<file path="config.mk">
export PLATFORM = sky130hd
export DESIGN_NAME = stopwatch_ctrl
export DESIGN_NICKNAME = d
export VERILOG_FILES = /design/src/rtl/stopwatch_ctrl.sv
export SDC_FILE = /design/constraint.sdc
export NUM_CORES = 1
export LEC_CHECK = 0
export ABC_CLOCK_PERIOD_IN_PS = 2800
export CORE_MARGIN = 2
export CORE_UTILIZATION = 34
export CTS_CLUSTER_SIZE = 20
export DETAILED_ROUTE_END_ITERATION = 8
export GPL_ROUTABILITY_DRIVEN = 0
export PLACE_DENSITY = 0.59
export SLEW_MARGIN = 30
export SYNTH_ARGS = -nofsm -noshare
export SYNTH_HDL_FRONTEND = slang
export SYNTH_SLANG_ARGS = --single-unit
</file>
<file path="constraint.sdc">
create_clock -name clk100MHz -period 2.8 [get_ports clk100MHz]
set_input_delay 0.56 -clock clk100MHz [delete_from_list [all_inputs] [get_ports clk100MHz]]
set_output_delay 0.56 -clock clk100MHz [all_outputs]
set_load 0.05 [all_outputs]
</file>
<file path="src/rtl/stopwatch_ctrl.sv">
// Stopwatch controller: synchronizes start/clear buttons and runs an IDLE/RUN/PAUSE/OVF FSM over a BCD hundredths counter.
// A button edge acts 3 edges after it is first sampled; all outputs are registered and the block never stalls.

module stopwatch_ctrl #(
    parameter int CLK_HZ  = 100_000_000,
    parameter int TICK_HZ = 100
) (
    input  logic        clk100MHz,
    input  logic        rst,
    input  logic        start_stop,
    input  logic        clear,
    output logic [15:0] bcd,
    output logic        running,
    output logic        overflow
);

    localparam int LOOP = CLK_HZ / TICK_HZ;
    localparam int PW   = $clog2(LOOP);
    localparam logic [PW-1:0] PS_LAST = PW'(LOOP - 1);
    localparam logic [PW-1:0] PS_ONE  = PW'(1);

    typedef enum logic [1:0] {
        ST_IDLE  = 2'd0,
        ST_RUN   = 2'd1,
        ST_PAUSE = 2'd2,
        ST_OVF   = 2'd3
    } state_t;

    logic          r_ss_meta;
    logic          r_ss_sync;
    logic          r_ss_hist;
    logic          r_ss_pls;
    logic          r_cl_meta;
    logic          r_cl_sync;
    logic          r_cl_hist;
    logic          r_cl_pls;

    state_t        r_state;
    logic [15:0]   r_bcd;
    logic [PW-1:0] r_ps;
    logic          r_running;
    logic          r_overflow;

    logic          w_tick;
    logic          w_bcd_max;
    logic [15:0]   w_bcd_next;

    function automatic logic [15:0] bcd_incr(input logic [15:0] v);
        logic [15:0] res;
        logic        cy;
        res = v;
        cy  = 1'b1;
        for (int i = 0; i < 4; i++) begin
            if (cy) begin
                if (v[4*i +: 4] == 4'd9) begin
                    res[4*i +: 4] = 4'd0;
                end else begin
                    res[4*i +: 4] = v[4*i +: 4] + 4'd1;
                    cy            = 1'b0;
                end
            end
        end
        return res;
    endfunction

    // Sync stages reset high so a button held through reset must be released before it can fire.
    always_ff @(posedge clk100MHz) begin
        if (rst) begin
            r_ss_meta <= 1'b1;
            r_ss_sync <= 1'b1;
            r_ss_hist <= 1'b1;
            r_ss_pls  <= 1'b0;
            r_cl_meta <= 1'b1;
            r_cl_sync <= 1'b1;
            r_cl_hist <= 1'b1;
            r_cl_pls  <= 1'b0;
        end else begin
            r_ss_meta <= start_stop;
            r_ss_sync <= r_ss_meta;
            r_ss_hist <= r_ss_sync;
            r_ss_pls  <= r_ss_sync & ~r_ss_hist;
            r_cl_meta <= clear;
            r_cl_sync <= r_cl_meta;
            r_cl_hist <= r_cl_sync;
            r_cl_pls  <= r_cl_sync & ~r_cl_hist;
        end
    end

    assign w_tick     = (r_state == ST_RUN) && (r_ps == PS_LAST);
    assign w_bcd_max  = (r_bcd == 16'h9999);
    assign w_bcd_next = bcd_incr(r_bcd);

    always_ff @(posedge clk100MHz) begin
        if (rst) begin
            r_state    <= ST_IDLE;
            r_bcd      <= 16'h0000;
            r_ps       <= '0;
            r_running  <= 1'b0;
            r_overflow <= 1'b0;
        end else begin
            case (r_state)
                ST_IDLE: begin
                    r_bcd <= 16'h0000;
                    r_ps  <= '0;
                    if (r_ss_pls && !r_cl_pls) begin
                        r_state   <= ST_RUN;
                        r_running <= 1'b1;
                    end
                end
                ST_RUN: begin
                    if (r_cl_pls) begin
                        r_state    <= ST_IDLE;
                        r_bcd      <= 16'h0000;
                        r_ps       <= '0;
                        r_running  <= 1'b0;
                        r_overflow <= 1'b0;
                    end else begin
                        r_ps <= w_tick ? '0 : r_ps + PS_ONE;
                        // Saturate at 99.99: the last tick only flags overflow.
                        if (w_tick && w_bcd_max) begin
                            r_state    <= ST_OVF;
                            r_running  <= 1'b0;
                            r_overflow <= 1'b1;
                        end else begin
                            if (w_tick) begin
                                r_bcd <= w_bcd_next;
                            end
                            if (r_ss_pls) begin
                                r_state   <= ST_PAUSE;
                                r_running <= 1'b0;
                            end
                        end
                    end
                end
                ST_PAUSE: begin
                    if (r_cl_pls) begin
                        r_state    <= ST_IDLE;
                        r_bcd      <= 16'h0000;
                        r_ps       <= '0;
                        r_running  <= 1'b0;
                        r_overflow <= 1'b0;
                    end else if (r_ss_pls) begin
                        r_state   <= ST_RUN;
                        r_running <= 1'b1;
                    end
                end
                ST_OVF: begin
                    r_bcd <= 16'h9999;
                    if (r_cl_pls) begin
                        r_state    <= ST_IDLE;
                        r_bcd      <= 16'h0000;
                        r_ps       <= '0;
                        r_running  <= 1'b0;
                        r_overflow <= 1'b0;
                    end
                end
            endcase
        end
    end

    assign bcd      = r_bcd;
    assign running  = r_running;
    assign overflow = r_overflow;

endmodule

</file>
=== Yosys cells after proc, flatten, opt, wreduce, memory -nomap -nowiden ===
Index checks and enable logic that the tools add are counted.

* Eq/ne operators: 21
* Mux-type cells: 41
* Reductions and logical operators: 13
* Bitwise operators: 4
* Add/subtract/negate cells: 5

{| class="wikitable"
|+ Operators by type and width
! kind !! count
|-
| $mux 16 || 5
|-
| $pmux 16 s4 || 1
|-
| $mux 20 || 3
|-
| $pmux 20 s3 || 1
|-
| $mux 4 || 7
|-
| $add 20x1->20 const B || 1
|-
| $eq 20x20->1 const B || 1
|-
| $add 4x1->4 const B || 4
|-
| $eq 16x16->1 const B || 1
|-
| $eq 4x4->1 const B || 4
|-
| $reduce_and 4->1 || 4
|-
| $mux 1 || 14
|-
| $mux 2 || 7
|-
| $ne 3x2->1 const B || 4
|-
| $ne 3x3->1 const B || 3
|-
| $pmux 2 s4 || 1
|-
| $ne 2x2->1 const B || 3
|-
| $reduce_and 3->1 || 2
|-
| $eq 2x2->1 const B || 2
|-
| $ne 4x3->1 const B || 1
|-
| $pmux 1 s4 || 1
|-
| $logic_and 1x1->1 || 3
|-
| $and 1x1->1 || 2
|-
| $eq 2x1->1 const B || 1
|-
| 7 further kinds || 8
|}

* Bits in registers: 48

=== Depth between registers and ports, before layout ===
Gate-level depths: netlist (run 1).

* Word-level depth: 9
* Depth in mapped cells: 8
* Gate-level depth less buffers: 7

=== Worst setup path before layout (run 1) ===
No wires, ideal clock.

* Kind: flip-flop to flip-flop
* From: register r_bcd[9] (netlist: bcd[9])
* To: register r_bcd[8] (netlist: bcd[8])
* Arrival: 2.245 ns
* Setup slack: 0.466 ns
* Setup time: 0.088 ns
* Cell stages (with the launch flop): 9
* Cell sequence: dfxtp_1 > inv_1 > ha_1 > and3b_1 > clkbuf_1 > a211oi_1 > nor4b_4 > nor3_1 > a311oi_2

* Cells in the longest elaborated chain, start to end: 7

{| class="wikitable"
|+ Ends and longest elaborated chain
! item !! line !! RTL
|-
| from (decl) || 39 || <nowiki>logic [15:0] r_bcd;</nowiki>
|-
| from (signal assigned) || 126 || <nowiki>r_bcd <= w_bcd_next;</nowiki>
|-
| $eq 4x4->1 || 55 || <nowiki>if (v[4*i +: 4] == 4'd9) begin</nowiki>
|-
| $mux 4 || 55 ||
|-
| $mux 4 || 54 || <nowiki>if (cy) begin</nowiki>
|-
| $mux 16 || 125 || <nowiki>if (w_tick) begin</nowiki>
|-
| $mux 16 || 120 || <nowiki>if (w_tick && w_bcd_max) begin</nowiki>
|-
| $mux 16 || 111 || <nowiki>if (r_cl_pls) begin</nowiki>
|-
| $pmux 16 s4 || 101 || <nowiki>case (r_state)</nowiki>
|}

Several ways; a longest one is shown, not always the timed one. The select of a mux whose other input is x is not followed.
A chain may end at the register's enable or synchronous reset.

=== Worst setup path after layout (run 1) ===
* From: register r_ps[7]
* To: register r_ps[14]

* Cells in the longest elaborated chain, start to end: 5

{| class="wikitable"
|+ Ends and longest elaborated chain
! item !! line !! RTL
|-
| from (decl) || 40 || <nowiki>logic [PW-1:0] r_ps;</nowiki>
|-
| from (signal assigned) || 118 || <nowiki>r_ps <= w_tick ? '0 : r_ps + PS_ONE;</nowiki>
|-
| parallel branches: the longest is 2 deep, another holds $add 20x1->20 || n/a ||
|-
| $mux 20 (*) || 118 ||
|-
| $mux 20 (*) || 111 ||
|-
| $pmux 20 s3 (*) || 101 ||
|}

Mark *: on every way between the ends.

==> flow_summary_export.csv, run 1 <==
group,metric,value,unit
routing,drc_errors,0,
routing,ant_nets,0,
place,port_buffers,21,
synth,ys_warn_count,0,
pwr,clock_power_share,0.403,
pwr,seq_power_share,0.554,
synth,synth-edff-count,0,
sta,setup_violations,0,
clock_tree,cts_max_level,2,
die,chipWidth,90.1,um
clock_tree,clkSinkCount,48,
die,ios,22,
final_layout,fill_cells,765,
run_status,outcome,"finished, final reports clean",
pwr,p_per_area,424,mW/mm2
synth,synthesis.nets,302,
final_layout,num_antenna_cells,0,
final_layout,nNetsFinal,324,
sta,finalHoldViolations,0,
critical_path,crit_path_start_kind,"flop",
die,rows,31,
job,drv_cap,0,
routing,vias,2170,
final_layout,layout-drive-gt1-share,0.115,
synth,synth.avg_cell_area,8.72,um2
pwr,power,1260,uW
grt,grt_pass1_vias,2048,
synth,ys_seq_area_frac,0.382,
sta,max_freq,441,MHz
clock_tree,root_buffer,"clkbuf_8",
hold_path,hp-class,"reg -> reg",
synth,ys_seq_elements,48,
critical_path,endpoint_kind,"flop",
pwr,power.internal,977,uW
sta,setup_tns,0,ns
critical_path,arrival,2.45,ns
synth,yosysTopAreaCellShare,0.382,
grt,antenna_found_initial,0,
critical_path,worstPathMaxFanout,20,
die,die_h,90.1,um
final_layout,syn2layout_area_growth,17.6,%
clock_tree,cts_buffer_depth,2,
grt,grt_pass1_wl,9690,um
final_layout,regArea,961,um2
critical_path,path_cells,"or4b_1 -> or4_4 -> o21ai_0 -> a21o_1 -> buf_4 -> nor2_1",
sta,rsz0062_at_grt,"false",
final_layout,multi_input_area,0.00146,mm2
routing,wire_per_inst,14.1,um
sta,relSlewSlack,0.503,
sta,clock-skew-final,0.0160,ns
clock_tree,insertion_delay,0.31,ns
critical_path,cp_slowest_cell,"or4_4",
grt,track_usage,0.144,
grt,overflow,0,
synth,synth-main-ff-cell,"dfxtp_1",
sta,fin_crit,2.27,ns
clock_tree,cts_buffers,5,
clock_tree,hold_buffers,0,
pwr,peakVddDrop,0.229,mV
place,dpl.hpwl,4210,um
grt,grt_max_degree,21,
routing,vias_per_cell,5.28,
clock_tree,cts_tree,"done",
synth,synth.distinct_cells,53,
routing,first_pass_iters,4,
synth,async_reset_ff_frac,0,
pwr,swShare,0.222,
synth,synthCells,289,
clock_tree,ctsResizeCount,0,
die,initial_core_util,0.349,
sta,fin_ws,0.531,ns
clock_tree,postCtsSetupRepairBufs,0,
final_layout,final_util,0.411,
sta,worst_pin_slew,0.739,ns
critical_path,cp_slowest_stage_delay,0.58,ns
routing,routed_wl,5780,um
place,pre_cts_ws,0.541,ns
clock_tree,clkTransAtPathRegs,0.09,ns
pwr,combPwrFrac,0.043,
synth,syn_area,0.00252,mm2
synth,yosysTopAreaCell,"dfxtp_1",
critical_path,required,2.99,ns
pwr,p_switching,279,uW
sta,min_period_over_period,0.810,
sta,fin_hold_ws,0.393,ns
sta,slew_viol_final,0,
die,placeableCoreArea,0.00721,mm2
die,die_area,0.00811,mm2
routing,drt_iter0_markers,100,
critical_path,criticalPathCategory,"reg -> reg",
synth,ys_top_cells_by_area,"dfxtp_1, xor2_1, ha_1",
pwr,p_leak,0.000900,uW
## placed cells by master (no fill, tap or decap), types with 3 or more instances in the layout
cell type	Yosys	layout
buf_4	0	6
clkdlybuf4s50_1	0	21
nand3_1	16	16
nand4_1	8	8
nor2_1	24	24
o31ai_1	10	10
a211oi_1	3	3
and3b_1	4	4
mux2i_1	3	3
and2_1	3	3
nand2b_1	8	8
ha_1	9	9
xnor2_1	4	4
nor2b_1	3	3
a21oi_1	6	6
nor3_1	10	10
o21ai_0	4	4
nand2_1	23	23
o22ai_1	5	5
dfxtp_1	48	48
nand4b_1	4	4
nand3b_1	7	7
inv_1	13	13
clkbuf_8	0	5
a31oi_1	4	4
o211ai_1	3	3
nor4_1	4	4
xor2_1	14	14
or2_2	8	8
## path summary, 6_finish.rpt
path / from / end / slack [ns] / depth (start not counted)
setup reg to reg: r_ps[7]$_SDFFE_PP0P_ / r_ps[14]$_SDFFE_PP0P_ / 0.53 / 6
setup / recovery: r_ps[7]$_SDFFE_PP0P_ / r_ps[14]$_SDFFE_PP0P_ / 0.53 / 6
hold / removal: r_cl_hist$_SDFF_PP1_ / r_cl_pls$_SDFF_PP0_ / 0.39 / 1
hold reg to reg: r_cl_hist$_SDFF_PP1_ / r_cl_pls$_SDFF_PP0_ / 0.39 / 1
## critical path, delay by kind of cell, from the launching register on
kind / cells / cell delay, ns
buf+inv: 1 / 0.23
compound gates: 2 / 0.40
simple gates: 3 / 1.13
flops: 1 / 0.38
## metal layers
metal,share of wire,vias up,global-route usage
met2,0.44,56,0.223
met4,0.011,0,0.0500
li1,-,1078,-
met3,0.055,5,0.0277
met1,0.49,1031,0.200
met5,0,-,0
## power by group through the flow
stage	clock, uW	sequential (uW)	combinational, uW
2_1_floorplan	0	719	27.7
3_3_place_gp	0	712	53.9
3_5_place_dp	0	712	54.3
4_1_cts	522	696	54.5
5_1_grt	551	697	59.0
6_report	506	696	54.4
## area by class of cell
cell class                      instances  share of cell area
Clock buffer                            5              0.0232
Clock inverter                          3              0.0144
Inverter                               13              0.0165
Multi-Input combinational cell        216               0.493
Sequential cell                        48               0.324
Tap cell                               99              0.0418
Timing Repair Buffer                   27              0.0862
## cells in the mapped netlist, types with 5 or more instances
| cell type | instances |
|---|---|
| nand4_1 | 8 |
| a21oi_1 | 6 |
| dfxtp_1 | 48 |
| or2_2 | 8 |
| nand2_1 | 23 |
| clkbuf_1 | 10 |
| nor2_1 | 24 |
| ha_1 | 9 |
| inv_1 | 13 |
| xor2_1 | 14 |
| o22ai_1 | 5 |
| nand2b_1 | 8 |
| nand3b_1 | 7 |
| nand3_1 | 16 |
| nor3_1 | 10 |
| o31ai_1 | 10 |
## registers in the layout (all words and copies together), names as in the netlist
signal / cells
r_ss_pls: 1
r_cl_sync: 1
running: 1
r_cl_pls: 1
r_cl_meta: 1
bcd: 16
r_ss_meta: 1
r_cl_hist: 1
r_ps: 20
r_ss_hist: 1
r_ss_sync: 1
overflow: 1
r_state: 2
## cells by family (layout without fill, tap and decap cells)
kind of cell               after synthesis  in the layout  share of synthesized area
AOI/OAI and AO/OA                       47             47                      0.135
xor gates and xnor gates                18             18                     0.0626
muxes                                    3              3                     0.0119
adders and majority gates                9              9                     0.0447
buffers and inverters                   25             48                     0.0383
DFF                                     48             48                      0.382
and+or+nand+nor                        139            139                      0.326
## per-stage QoR
step	cells	area [um2]
after floorplan	289	2520
after global placement	403	2850
after detailed placement	403	2850
after CTS	411	2960
after global routing	411	2960
final	411	2960
Note: power is estimated with default switching activity, not from simulation.
==> run 2, diff against run 1 <==
--- a/config.mk
+++ b/config.mk
@@ -5,7 +5,7 @@
 export SDC_FILE = /design/constraint.sdc
 export NUM_CORES = 1
 export LEC_CHECK = 0
-export ABC_CLOCK_PERIOD_IN_PS = 2800
+export ABC_CLOCK_PERIOD_IN_PS = 2200
 export CORE_MARGIN = 2
 export CORE_UTILIZATION = 34
 export CTS_CLUSTER_SIZE = 20
==> constraint.sdc (replaced) <==
create_clock -name clk100MHz -period 2.2 [get_ports clk100MHz]
set_input_delay 0.44 -clock clk100MHz [delete_from_list [all_inputs] [get_ports clk100MHz]]
set_output_delay 0.44 -clock clk100MHz [all_outputs]
set_load 0.05 [all_outputs]
==> run 2 against run 1 <==
- critical path type unchanged
- largest power group unchanged
- worst setup slack worse by 0.48 ns
- non-clock buffer count is 20 higher
- power is 17% higher
- design area grew 5.7%
- count of clock-buffer cells in the layout unchanged
- critical path depth shrank 1
- utilization rose by 2.3 points
- highest routed layer unchanged
==> flow_summary_export.csv, run 2 (same netlist as run 1, synthesis figures left out) <==
group,metric,value,unit
sta,fin_hold_ws,0.398,ns
clock_tree,cts_buffers,5,
final_layout,final_cell_area,0.00313,mm2
grt,track_usage,0.150,
sta,worst_pin_slew,0.646,ns
clock_tree,cts_max_level,2,
die,ios,22,
sta,slew_viol_final,0,
critical_path,required,2.37,ns
critical_path,reg2regPathDepth,5,
final_layout,layout-drive-gt1-share,0.187,
final_layout,num_antenna_cells,0,
routing,wire_per_inst,13.7,um
routing,vias,2203,
routing,routed_wl,5890,um
critical_path,timing.rr.start,"r_ps[13]$_SDFFE_PP0P_",
critical_path,endpoint_kind,"flop",
critical_path,r2r-end,"bcd[8]$_SDFFE_PP0P_",
final_layout,nNetsFinal,344,
final_layout,fill_cells,761,
die,rows,31,
sta,relSlewSlack,0.566,
place,dpl_cell_area,0.00300,mm2
sta,min_period_over_period,0.975,
place,dpl.hpwl,4420,um
critical_path,cp-endpoint,"bcd[8]$_SDFFE_PP0P_",
pwr,p_leak,0.00100,uW
final_layout,largest_reg_flops,20,
grt,grt_max_degree,21,
final_layout,final_common_cell,"dfxtp_1",
critical_path,arrival,2.32,ns
die,die_area,0.00811,mm2
job,drv_cap,0,
clock_tree,cts_tree,"done",
place,port_buffers,21,
routing,vias_per_cell,5.12,
critical_path,r2r_setup_slack,0.05,ns
pwr,combPwrFrac,0.051,
final_layout,top_register,"r_ps",
die,die_h,90.1,um
routing,drc_errors,0,
die,placeableCoreArea,0.00721,mm2
pwr,peakVddDrop,0.250,mV
die,chipWidth,90.1,um
critical_path,criticalPathCategory,"reg -> reg",
clock_tree,root_buffer,"clkbuf_8",
sta,clock-skew-final,0.00389,ns
grt,overflow,0,
die,initial_core_util,0.349,
sta,max_freq,466,MHz
grt,grt_pass1_vias,2135,
critical_path,crit_path_start,"r_ps[13]$_SDFFE_PP0P_",
pwr,swShare,0.236,
sta,setup_violations,0,
pwr,power.internal,1130,uW
run_status,outcome,"finished, final reports clean",
routing,drt_iter0_markers,70,
critical_path,worstPathMaxFanout,5,
routing,ant_nets,0,
clock_tree,insertion_delay,0.30,ns
pwr,p_switching,349,uW
clock_tree,hold_buffers,0,
pwr,seq_power_share,0.600,
sta,setup_tns,0,ns
routing,first_pass_iters,4,
grt,grt_pass1_wl,10100,um
clock_tree,clkTransAtPathRegs,0.09,ns
pwr,p_per_area,471,mW/mm2
final_layout,final_cell_mix,"dfxtp_1, buf_4, nor2_1",
sta,fin_crit,2.15,ns
grt,antenna_found_initial,0,
critical_path,crit_path_start_kind,"flop",
pwr,clock_power_share,0.349,
clock_tree,cts_buffer_depth,2,
hold_path,hp-class,"reg -> reg",
sta,finalHoldViolations,0,
clock_tree,clkSinkCount,48,
sta,rsz0062_at_grt,"true",
final_layout,syn2layout_area_growth,24.3,%
## run 2: cell types whose count changed in the layout (fill, tap and decap cells not counted), sizes merged
| cell | change |
|---|---|
| bufinv | -1 |
| buf | +20 |
## run 2: routing by layer
metal  wire length (um)  track usage
met3                131       0.0260
met4                 80       0.0474
met2               2630        0.232
met5                  0            0
met1               3050        0.212
## run 2: cell type report
type                       instances  area, um2  area share
timing repair buffer              47        418       0.133
clock buffer                       5       68.8      0.0220
tap                               99        124      0.0396
multi-input combinational        216       1490       0.477
inverter                          13       48.8      0.0156
sequential                        48        966       0.309
clock inverter                     2       12.5     0.00400
## run 2: per-stage QoR
stage / utilization / power [uW] / instances / setup WS, ns
after floorplan: - / 951 / 289 / 0.0126
after global placement: 0.416 / 978 / 421 / -0.0125
after detailed placement: 0.416 / 980 / 421 / -0.0428
after CTS: 0.433 / 1500 / 430 / 0.0114
after global routing: 0.434 / 1530 / 430 / -0.0357
final: 0.434 / 1480 / 430 / 0.0545
## run 2: repair_timing
item | CTS | global route
cloned | 0 | 0
buffers inserted | 2 | 0
gates resized for setup | 5 | 3
endpoints found under the setup margin | 11 | 33
pin swaps | 3 | 4
## run 2: worst min-delay path by stage
stage                                     from                   to  slack (ns)  cells past startpoint
after global placement    r_cl_hist$_SDFF_PP1_  r_cl_pls$_SDFF_PP0_        0.38                      1
after detailed placement  r_cl_hist$_SDFF_PP1_  r_cl_pls$_SDFF_PP0_        0.39                      1
after CTS                 r_cl_hist$_SDFF_PP1_  r_cl_pls$_SDFF_PP0_        0.40                      1
final                     r_ss_hist$_SDFF_PP1_  r_ss_pls$_SDFF_PP0_        0.40                      1
after floorplan           r_cl_hist$_SDFF_PP1_  r_cl_pls$_SDFF_PP0_        0.37                      1
after global routing      r_cl_hist$_SDFF_PP1_  r_cl_pls$_SDFF_PP0_        0.41                      1
## run 2: critical path: stages, from the launching register on
cell	delay, ns
dfxtp_2	0.35
or4b_1	0.50
or4_4	0.48
nor4b_4	0.40
nand2b_4	0.21
a311oi_2	0.08
## run 2: power by group through the flow
stage	Clock (uW)	Combinational (uW)	Sequential, uW
2_1_floorplan	0	35.2	916
3_3_place_gp	0	73.1	905
3_5_place_dp	0	74.2	905
4_1_cts	536	75.4	885
5_1_grt	564	83.1	887
6_report	515	75.6	885
